--- src/rtl/cache_seq_pkg.sv ---
// Shared types and helpers for the data-cache miss sequencer.
//   seq_state_e   : sequencer FSM states
//   CACHE_IN_MEM  : cache data-in mux selects memory read data (line fill)
//   CACHE_IN_CORE : cache data-in mux selects store data from rt
//   word_align()  : clears the byte-offset bits of an address
package cache_seq_pkg;

    typedef enum logic [1:0] {
        S_IDLE   = 2'd0,
        S_WB     = 2'd1,
        S_REFILL = 2'd2,
        S_FILL   = 2'd3
    } seq_state_e;

    localparam logic CACHE_IN_MEM  = 1'b0;
    localparam logic CACHE_IN_CORE = 1'b1;

    function automatic logic [31:0] word_align(input logic [31:0] addr);
        return addr & 32'hFFFF_FFFC;
    endfunction

endpackage

--- src/rtl/latency_counter.sv ---
// Loadable down-counter timing one memory access phase.
// Ports:
//   clk, rst_b  : clock, asynchronous active-low reset
//   load        : load load_value this cycle (takes priority over counting)
//   load_value  : value loaded into the counter
//   zero        : counter currently holds zero (phase complete)
// The counter decrements every cycle while non-zero and parks at zero.
module latency_counter #(
    parameter int WIDTH = 3
) (
    input  logic             clk,
    input  logic             rst_b,
    input  logic             load,
    input  logic [WIDTH-1:0] load_value,
    output logic             zero
);

    logic [WIDTH-1:0] count_q;

    always_ff @(posedge clk or negedge rst_b) begin
        if (!rst_b) begin
            count_q <= '0;
        end else if (load) begin
            count_q <= load_value;
        end else if (count_q != '0) begin
            count_q <= count_q - WIDTH'(1);
        end
    end

    assign zero = (count_q == '0);

endmodule

--- src/rtl/cache_miss_sequencer.sv ---
// Multi-cycle miss sequencer between the decode controller, the single-port
// data cache, the memory address mux and the pc_controller. On a miss it
// stalls the PC, writes back a dirty victim, refills the line, fills the
// cache and then lets the access replay as a hit.
// Ports:
//   clk, rst_b        : clock, asynchronous active-low reset
//   req_valid/write   : load/store issued this cycle (write=1 store)
//   req_addr          : data address from the ALU
//   halted            : core halted, no new miss is accepted
//   cache_hit/dirty   : cache lookup result for req_addr / indexed line
//   victim_addr       : address of the line to write back
//   stall             : hold PC and register writes
//   mem_addr          : word-aligned memory address
//   mem_write_en      : memory write strobe
//   cache_we          : cache line write enable
//   cache_in_sel      : CACHE_IN_MEM fill data / CACHE_IN_CORE store data
//   set_valid/dirty   : line status written with cache_we
//   seq_state         : current FSM state (debug observation)
//   hit_cnt/miss_cnt/wb_cnt : saturating event counters, present only when
//                             the MISS_STATS_EN macro is defined
// Request semantics: req_valid qualifies req_write/req_addr in the same
// cycle; there is no ready. A missing access is simply re-presented by the
// core while stall is high and is sampled only in the detect cycle.
module cache_miss_sequencer
    import cache_seq_pkg::*;
#(
    parameter int MEM_LATENCY = 4
) (
    input  logic        clk,
    input  logic        rst_b,
    input  logic        req_valid,
    input  logic        req_write,
    input  logic [31:0] req_addr,
    input  logic        halted,
    input  logic        cache_hit,
    input  logic        cache_dirty,
    input  logic [31:0] victim_addr,
    output logic        stall,
    output logic [31:0] mem_addr,
    output logic        mem_write_en,
    output logic        cache_we,
    output logic        cache_in_sel,
    output logic        set_valid,
    output logic        set_dirty,
    output logic [1:0]  seq_state
`ifdef MISS_STATS_EN
    ,
    output logic [31:0] hit_cnt,
    output logic [31:0] miss_cnt,
    output logic [31:0] wb_cnt
`endif
);

    localparam int             CW       = $clog2(MEM_LATENCY + 1);
    localparam logic [CW-1:0]  LAT_LOAD = CW'(MEM_LATENCY - 1);

    seq_state_e  state_q, state_d;
    logic [31:0] req_addr_q, victim_q;
    logic        cnt_load, cnt_zero;
    logic        req_hit, miss_det;

    logic        stall_c, mem_we_c, cache_we_c, in_sel_c, valid_c, dirty_c;
    logic [31:0] mem_addr_c;

    assign req_hit  = req_valid &  cache_hit & ~halted;
    assign miss_det = req_valid & ~cache_hit & ~halted;

    latency_counter #(.WIDTH(CW)) u_lat (
        .clk        (clk),
        .rst_b      (rst_b),
        .load       (cnt_load),
        .load_value (LAT_LOAD),
        .zero       (cnt_zero)
    );

    always_ff @(posedge clk or negedge rst_b) begin
        if (!rst_b) begin
            state_q    <= S_IDLE;
            req_addr_q <= '0;
            victim_q   <= '0;
        end else begin
            state_q <= state_d;
            if (state_q == S_IDLE && miss_det) begin
                req_addr_q <= word_align(req_addr);
                victim_q   <= word_align(victim_addr);
            end
        end
    end

    always_comb begin
        state_d    = state_q;
        cnt_load   = 1'b0;
        stall_c    = 1'b0;
        mem_addr_c = word_align(req_addr);
        mem_we_c   = 1'b0;
        cache_we_c = 1'b0;
        in_sel_c   = CACHE_IN_MEM;
        valid_c    = 1'b0;
        dirty_c    = 1'b0;
        case (state_q)
            S_IDLE: begin
                if (miss_det) begin
                    stall_c  = 1'b1;
                    cnt_load = 1'b1;
                    state_d  = cache_dirty ? S_WB : S_REFILL;
                end else if (req_hit && req_write) begin
                    // Store hit (including the replay after a fill) dirties the line.
                    cache_we_c = 1'b1;
                    in_sel_c   = CACHE_IN_CORE;
                    valid_c    = 1'b1;
                    dirty_c    = 1'b1;
                end
            end
            S_WB: begin
                stall_c    = 1'b1;
                mem_addr_c = victim_q;
                mem_we_c   = 1'b1;
                if (cnt_zero) begin
                    cnt_load = 1'b1;
                    state_d  = S_REFILL;
                end
            end
            S_REFILL: begin
                stall_c    = 1'b1;
                mem_addr_c = req_addr_q;
                if (cnt_zero) begin
                    state_d = S_FILL;
                end
            end
            S_FILL: begin
                stall_c    = 1'b1;
                cache_we_c = 1'b1;
                in_sel_c   = CACHE_IN_MEM;
                valid_c    = 1'b1;
                dirty_c    = 1'b0;
                state_d    = S_IDLE;
            end
            default: state_d = S_IDLE;
        endcase
    end

    // Outputs are forced low while reset is asserted so that no memory or
    // cache write strobe can escape during reset, even with a request present.
    assign stall        = rst_b & stall_c;
    assign mem_addr     = rst_b ? mem_addr_c : 32'h0;
    assign mem_write_en = rst_b & mem_we_c;
    assign cache_we     = rst_b & cache_we_c;
    assign cache_in_sel = rst_b & in_sel_c;
    assign set_valid    = rst_b & valid_c;
    assign set_dirty    = rst_b & dirty_c;
    assign seq_state    = state_q;

`ifdef MISS_STATS_EN
    always_ff @(posedge clk or negedge rst_b) begin
        if (!rst_b) begin
            hit_cnt  <= '0;
            miss_cnt <= '0;
            wb_cnt   <= '0;
        end else if (state_q == S_IDLE) begin
            if (req_hit && hit_cnt != 32'hFFFF_FFFF)
                hit_cnt <= hit_cnt + 32'd1;
            if (miss_det && miss_cnt != 32'hFFFF_FFFF)
                miss_cnt <= miss_cnt + 32'd1;
            if (state_d == S_WB && wb_cnt != 32'hFFFF_FFFF)
                wb_cnt <= wb_cnt + 32'd1;
        end
    end
`endif

endmodule

--- config.mk ---
export PLATFORM = sky130hd
export DESIGN_NAME = cache_miss_sequencer
export DESIGN_NICKNAME = d
export VERILOG_FILES = /design/src/rtl/cache_seq_pkg.sv /design/src/rtl/latency_counter.sv /design/src/rtl/cache_miss_sequencer.sv
export SDC_FILE = /design/constraint.sdc
export NUM_CORES = 1
export LEC_CHECK = 0
export ABC_CLOCK_PERIOD_IN_PS = 4300
export CAP_MARGIN = 30
export CORE_AREA = 3 3 89 91
export DETAILED_ROUTE_END_ITERATION = 8
export DIE_AREA = 0 0 92 94
export PLACE_DENSITY = 0.83
export SLEW_MARGIN = 20
export SYNTH_ARGS = -nofsm -noshare
export SYNTH_HDL_FRONTEND = slang
export SYNTH_SLANG_ARGS = --single-unit
--- constraint.sdc ---
create_clock -name clk -period 4.3 [get_ports clk]
set_input_delay 0.86 -clock clk [delete_from_list [all_inputs] [get_ports clk]]
set_output_delay 0.86 -clock clk [all_outputs]
set_load 0.1 [all_outputs]
Yosys cells after proc, flatten, opt, wreduce, memory -nomap -nowiden --
Index checks and enable logic that the tools add are counted.
Word-level totals: register bits 65, logic and storage cells 47, output and inout bits 40, bits of input ports 71
Operators by class: muxes and demuxes 18, bitwise logic cells 10, add/subtract/negate cells 1, reductions and logical operators 8, equal/unequal tests 6
Operator list (number):
- $pmux W32 S2 | 1
- $mux W32 | 1
- $and A1 B1 Y1 | 8
- $mux W2 | 4
- $pmux W2 S4 | 1
- $mux W1 | 6
- $mux W3 | 2
- $ne A2 B2 Y1 const B | 3
- $pmux W1 S2 | 3
- $eq A2 B2 Y1 const B | 2
- $logic_not A3 Y1 | 1
- $reduce_and A3 Y1 | 1
- $reduce_bool A3 Y1 | 1
- $reduce_or A3 Y1 | 1
- $sub A3 B1 Y3 const B | 1
- $eq A2 B1 Y1 const B | 1
- $logic_and A1 B1 Y1 | 2
- $logic_not A2 Y1 | 1
- $not A1 Y1 | 2
- $reduce_bool A2 Y1 | 1

Logic depth before layout (Yosys ltp) --
Gate-level depths: netlist (run 1).
depth in word-level cells 7, gate-level depth with buffers 7, depth with buffers taken out 5

By module --
From an unflattened synthesis (run 1), not the netlist that was laid out.
Unflattened totals: cells, all modules 285, area, all modules 3689.8 µm²
By module, submodules not included:
- cache_miss_sequencer | cells an instance 264, sequential area each 1551.5 µm², times used 1, area each 3488.3 µm²
- latency_counter | cells an instance 21, sequential area each 75.1 µm², times used 1, area each 201.4 µm²

Worst setup path after synthesis (run 1) --
No wires, ideal clock.
path kind flip-flop to output port, start point reg state_q[0] (netlist: seq_state[0]), end point out mem_addr[10], cell stages (with the launch flop) 7, data required time 3.440 ns, data arrival time 4.218 ns, path buffers 1, path slack -0.778 ns, cell sequence dfrtp_1 inv_1 ha_1 inv_1 clkbuf_1 a221oi_1 nor3b_1
On the way: word-level cells in the longest chain between the ends 3, elaborated cells on any way between the ends 4, those cells by class eq/ne: 2; mux: 2
Ends and longest elaborated chain:
- start: declaration | RTL line cache_miss_sequencer.sv:57 | seq_state_e state_q, state_d;
- start signal: assignment | RTL line cache_miss_sequencer.sv:82 | state_q <= state_d;
- $eq A2 B2 Y1 or $eq A2 B1 Y1 (tied branches) | RTL line cache_miss_sequencer.sv:100 | case (state_q)
- $pmux W32 S2 (*) | RTL line cache_miss_sequencer.sv:100
- $mux W32 (*) | RTL line cache_miss_sequencer.sv:145 | assign mem_addr = rst_b ? mem_addr_c : 32'h0;
- end: declaration | RTL line cache_miss_sequencer.sv:39 | output logic [31:0] mem_addr,
Every way passes the cells marked *; elsewhere a longest branch is shown, timed or not.

Worst setup path in the final report (run 1) --
start point reg state_q[0] (netlist: seq_state[0]), end point out mem_addr[26]
The elaborated chain is that of the path after synthesis.

==> results of run 1 <==
## routing by layer
layer  vias to the layer above  global-route usage, %  wire length (um)
met5                         -                      0                 0
li1                       1204                      -                 -
met4                         0                   4.46                62
met3                         7                   6.49               542
met1                      1353                   25.4              3640
met2                        81                   35.8              4530
## path summary, 6_finish.rpt
path | end | slack, ps | cells past startpoint
setup / recovery | mem_addr[26] | 900 | 8
hold / removal | seq_state[0] | 420 | 1
setup reg to reg | req_addr_q[23] | 2190 | 6
hold reg to reg | victim_q[20] | 510 | 1
max in group asynchronous | req_addr_q[30] | 3320 | 2
min in group clk | victim_q[20] | 510 | 1
## layout make-up
cell class	count	area share, %
Multi-Input combinational cell	183	36.1
Sequential cell	65	30.5
Timing Repair Buffer	111	26.7
Clock buffer	11	2.46
Tap cell	99	2.32
Clock inverter	5	1.50
Inverter	6	0.422
## registers in the layout (all words and copies together) (netlist names)
register       flops
req_addr_q        30
seq_state          2
u_lat.count_q      3
victim_q          30
## cells in the final DEF, fill, tap and decap left out
cell             netlist  routed
a21boi_1               0       1
a21oi_1                1       1
a221oi_1              30      30
and2_1                 2       2
and3_2                 1       1
and3b_1                1       1
buf_12                 7      34
buf_4                  4      10
bufinv_16              0       2
clkbuf_1              14       2
clkbuf_8               0       9
clkdlybuf4s50_1        0      67
clkinv_2               0       1
clkinvlp_4             0       2
conb_1                 1       2
dfrtp_1               65      65
ha_1                   7       7
inv_1                  6       6
mux2_2                 3       3
mux2_4                58      58
mux2i_1                5       5
nor2_1                34      34
nor2b_1                1       1
nor2b_4                1       1
nor3b_1               31       1
nor3b_2                0      30
o211a_1                1       1
o2bb2ai_2              1       1
or2_2                  2       2
or3b_1                 1       1
## kinds of logic after synthesis
logic type | synth area share [%]
AOI/OAI and AO/OA | 8.21
adders and majority gates | 2.39
buffers and inverters | 6.94
DFF | 44.5
muxes | 26.1
other | 0.103
and+or+nand+nor | 11.8
## through the flow
step	instance area [um2]	utilization [%]	worst slack, ps
floorplan	3810	-	204
global placement	5130	71.1	1200
detailed placement	5130	71.1	1150
global route	5340	74.0	711
finish	5340	74.0	897
CTS	5340	74.0	862
==> results.toml, run 1 <==
[outcome]
outcome = "completed"

[worst_setup_path]
cp.required_ps = 3440
crit_fanout = 31
slowest_delay_ps = 400
path_cells = "inv_1 > ha_1 > buf_4 > inv_1 > buf_4 > a221oi_1 > nor3b_2 > buf_12"
end_kind = "output pin"
cp_slowest_cell = "dfrtp_1"
start_kind = "register"
cp-startpoint = "seq_state[0]"
worstReg2RegStart = "seq_state[0]"
cp_top_family = "buffers and inverters"
crit_type = "reg2out"
arrival_ps = 2540
cp_num_buf_inv = 5

[routing]
first_iter_violations = 114
dr_total_vias = 2645
wire_per_inst_um = 18.3
routed_wl_mm = 8.77
viasPerCell = 5.51
ant_nets = 0
drc_errors = 0
detailedRoute.firstPassIterationCount = 4

[placement]
io_buffers = 104
dpl.hpwl_mm = 5.85
dp_cells = 464
place.gp.congestion = 0.736

[layout]
fill_cells = 506
nets = 454
seq_area_um2 = 1630
multiInputGateArea_um2 = 1930
antenna_cells = 0
final_cells = 480
area_growth_pct = 46.0
drive_gt1_share_pct = 40.4

[clock_network]
clk_path_buf_depth = 2
cts_resized = 0
cts_root_buf = "clkbuf_8"
clock-sinks = 65
cts_max_level = 3
worstSkewPairLatency_ps = 340
post_cts_buffers = 0
cts_hold_buf = 0
cts_buffers = 9
cts_tree = "done"
clkTransAtPathRegs_ps = 70

[yosys]
synthTopCellsByArea = "dfrtp_1, mux2_4, a221oi_1, nor3b_1, buf_12"
yosysTopAreaCellShare_pct = 44.5
synth_common_cells = "dfrtp_1, mux2_4, nor2_1, nor3b_1, a221oi_1"
avgSynthCellArea_um2 = 13.1
ys.flop_type = "dfrtp_1"
synth_top_area_cell = "dfrtp_1"
yosysMostFrequentCell = "dfrtp_1"
syn-cell-area_um2 = 3660
synth_edf_count = 0
async_flop_share_pct = 100
ys_seq_elements = 65
synth_cells = 280
yosysSeqAreaShare_pct = 44.5
yosys_warnings = 0
synth_cell_types = 26

[job]
drv_cap = 0

[hold_path]
min_path_type = "in2async"

[timing]
worst_pin_slew_ps = 974
fin_crit_ps = 3400
fin_tns_setup_ps = 0
clock_skew_ps = 8.55
setup_viol = 0
hold_slack_ps = 424
fmax_ghz = 0.294
drv_slew = 0
slew_headroom_pct = 34.9
fin_crit_sh_pct = 79.1
rsz0062_at_grt = "false"
finalHoldViolCount = 0

[global_route]
grt_pass1_vias = 2788
overflow = 0
grt_pass1_wl_mm = 14.0
grt_antenna_before_repair = 0
grt_start_max_net_pins = 64
grt.total_usage_pct = 20.7

[die]
core_area_um2 = 7210
io_pins = 111
initial_core_util_pct = 50.7
die_x_um = 92
die_area_um2 = 8650
die_height_um = 94
row_count = 31
Power of run 1 is not shown: default switching activity piles up to over one toggle a cycle in this logic, so the estimate is an artifact.
==> run 2: changes to the inputs <==
--- a/config.mk
+++ b/config.mk
@@ -5,12 +5,12 @@
 export SDC_FILE = /design/constraint.sdc
 export NUM_CORES = 1
 export LEC_CHECK = 0
-export ABC_CLOCK_PERIOD_IN_PS = 4300
+export ABC_CLOCK_PERIOD_IN_PS = 3500
 export CAP_MARGIN = 30
-export CORE_AREA = 3 3 89 91
+export CORE_AREA = 3 3 93 95
 export DETAILED_ROUTE_END_ITERATION = 8
-export DIE_AREA = 0 0 92 94
-export PLACE_DENSITY = 0.83
+export DIE_AREA = 0 0 96 98
+export PLACE_DENSITY = 0.76
 export SLEW_MARGIN = 20
 export SYNTH_ARGS = -nofsm -noshare
 export SYNTH_HDL_FRONTEND = slang
==> constraint.sdc (replaced) <==
create_clock -name clk -period 3.5 [get_ports clk]
set_input_delay 0.7 -clock clk [delete_from_list [all_inputs] [get_ports clk]]
set_output_delay 0.7 -clock clk [all_outputs]
set_load 0.1 [all_outputs]
==> run 2 against run 1 <==
  * Die area up 8.8%
  * Count of clock-buffer cells in the layout down 1
  * Critical endpoint is now mem_addr[20]
  * Sequential share of layout area down 1.4 points
  * Global-route usage down 1.0 points
  * Via count unchanged
  * Hold slack worse by 140 ps
  * Final cell count up 1.5%
  * Flip-flop and latch count unchanged
  * Clock skew down 2.6 ps
  * Setup slack worse by 470 ps
==> results.toml, run 2 (same netlist as run 1, synthesis figures left out) <==
[routing]
routed_wl_mm = 8.91
viasPerCell = 5.43
ant_nets = 0
drc_errors = 0
dr_total_vias = 2645
first_iter_violations = 121
detailedRoute.firstPassIterationCount = 5
wire_per_inst_um = 18.3

[worst_setup_path]
rr_worst_depth = 6
arrival_ps = 2370
cp.required_ps = 2800
crit_type = "reg2out"
worstReg2RegStart = "seq_state[0]"
cp_top_family = "buffers and inverters"
path_cells = "inv_1 > ha_1 > buf_4 > inv_1 > buf_4 > a221oi_1 > nor3b_4 > buf_12"
r2r-end = "req_addr_q[23]"
reg2reg_slack_ps = 1390
cp_slowest_cell = "a221oi_1"
cp_num_buf_inv = 5
cp-startpoint = "seq_state[0]"
end_kind = "output pin"
slowest_delay_ps = 440
start_kind = "register"
crit_fanout = 16

[timing]
fin_crit_ps = 3070
setup_slack_ps = 429
setup_viol = 0
worst_pin_slew_ps = 969
slew_headroom_pct = 35.2
finalHoldViolCount = 0
fmax_ghz = 0.326
drv_slew = 0
fin_tns_setup_ps = 0
rsz0062_at_grt = "false"
fin_crit_sh_pct = 87.7
clock_skew_ps = 5.91

[clock_network]
cts_root_buf = "clkbuf_8"
clock-sinks = 65
cts_max_level = 3
cts_buffers = 9
cts_resized = 0
worstSkewPairLatency_ps = 330
post_cts_buffers = 0
cts_hold_buf = 0
cts_tree = "done"
clk_path_buf_depth = 2
clkTransAtPathRegs_ps = 70

[global_route]
grt_start_max_net_pins = 64
grt_pass1_vias = 2861
grt_use_met1_pct = 26.4
grtUsageMet3_pct = 5.86
grt_pass1_wl_mm = 14.5
overflow = 0
met2_usage_pct = 31.3
grt_antenna_before_repair = 0
busiest_layer = "met2"
grt.total_usage_pct = 19.7

[die]
die_area_um2 = 9410
die_x_um = 96
io_pins = 111
die_height_um = 98
core_area_um2 = 7810
row_count = 32
initial_core_util_pct = 46.8

[hold_path]
min_path_type = "in2async"

[layout]
final_cell_mix = "clkdlybuf4s50_1, dfrtp_1, mux2_4"
reg_top3 = "req_addr_q x30, victim_q x30, u_lat.count_q x3"
drive_gt1_share_pct = 41.8
fill_cells = 549
nets = 458
antenna_cells = 0
final_common_cell = "clkdlybuf4s50_1"
multiInputGateArea_um2 = 2120
area_growth_pct = 53.5
seq_area_um2 = 1630

[placement]
preCtsSetupSlack_ps = 694
place.gp.congestion = 0.719
dpl.hpwl_mm = 6.18
io_buffers = 104

[job]
drv_cap = 0

[outcome]
outcome = "completed"
==> run 2: cell count changes in the layout (fill, tap and decap cells not counted), moves of 3 or more <==
cell and change:
buf_12 +6, clkinv_2 +3, nor3b_2 -30, nor3b_4 +30
==> run 2: cell type report <==
type	instances	area share (%)
clock buffer	10	2.27
clock inverter	6	1.05
inverter	6	0.401
multi-input combinational	183	37.7
sequential	65	29.0
tap	102	2.27
timing repair buffer	115	27.3
==> run 2: metrics by stage <==
step | util, % | cell area, um2 | hold slack (ps) | cells
final | 71.9 | 5620 | 282 | 487
after detailed placement | 69.5 | 5430 | 494 | 471
after global routing | 71.9 | 5620 | 280 | 487
after global placement | 69.5 | 5430 | 491 | 471
after floorplan | - | 4000 | 404 | 281
after CTS | 71.9 | 5620 | 270 | 487
==> run 2: worst max path at each step <==
stage / endpoint / slack, ps / cells after the start
3_3_place_gp: stall / 740 / 4
5_1_grt: mem_addr[20] / 230 / 8
2_1_floorplan: set_valid / 30 / 6
4_1_cts: mem_addr[20] / 360 / 8
3_5_place_dp: stall / 690 / 4
6_report: mem_addr[20] / 430 / 8
==> run 2: metal layers <==
| metal | up-vias | wire length [um] |
|---|---|---|
| met5 | - | 0 |
| met4 | 0 | 91 |
| met3 | 8 | 607 |
| met2 | 90 | 4430 |
| met1 | 1334 | 3780 |
| li1 | 1213 | - |
==> run 2: worst register-to-register path: stages, from the launching register on <==
cell and delay (ps):
dfrtp_2 440, inv_1 130, ha_1 250, and3b_1 200
nor2b_4 160, buf_12 380, mux2_2 440
Power of run 2 is left out for the same reason.
==> run 3: changes to the inputs <==
--- a/config.mk
+++ b/config.mk
@@ -6,7 +6,7 @@
 export NUM_CORES = 1
 export LEC_CHECK = 0
 export ABC_CLOCK_PERIOD_IN_PS = 3500
-export CAP_MARGIN = 30
+export CAP_MARGIN = 20
 export CORE_AREA = 3 3 93 95
 export DETAILED_ROUTE_END_ITERATION = 8
 export DIE_AREA = 0 0 96 98
==> results of run 3 <==
No change in the layout: final DEF, timing and power equal those of run 2.
Power of run 3 is left out for the same reason.
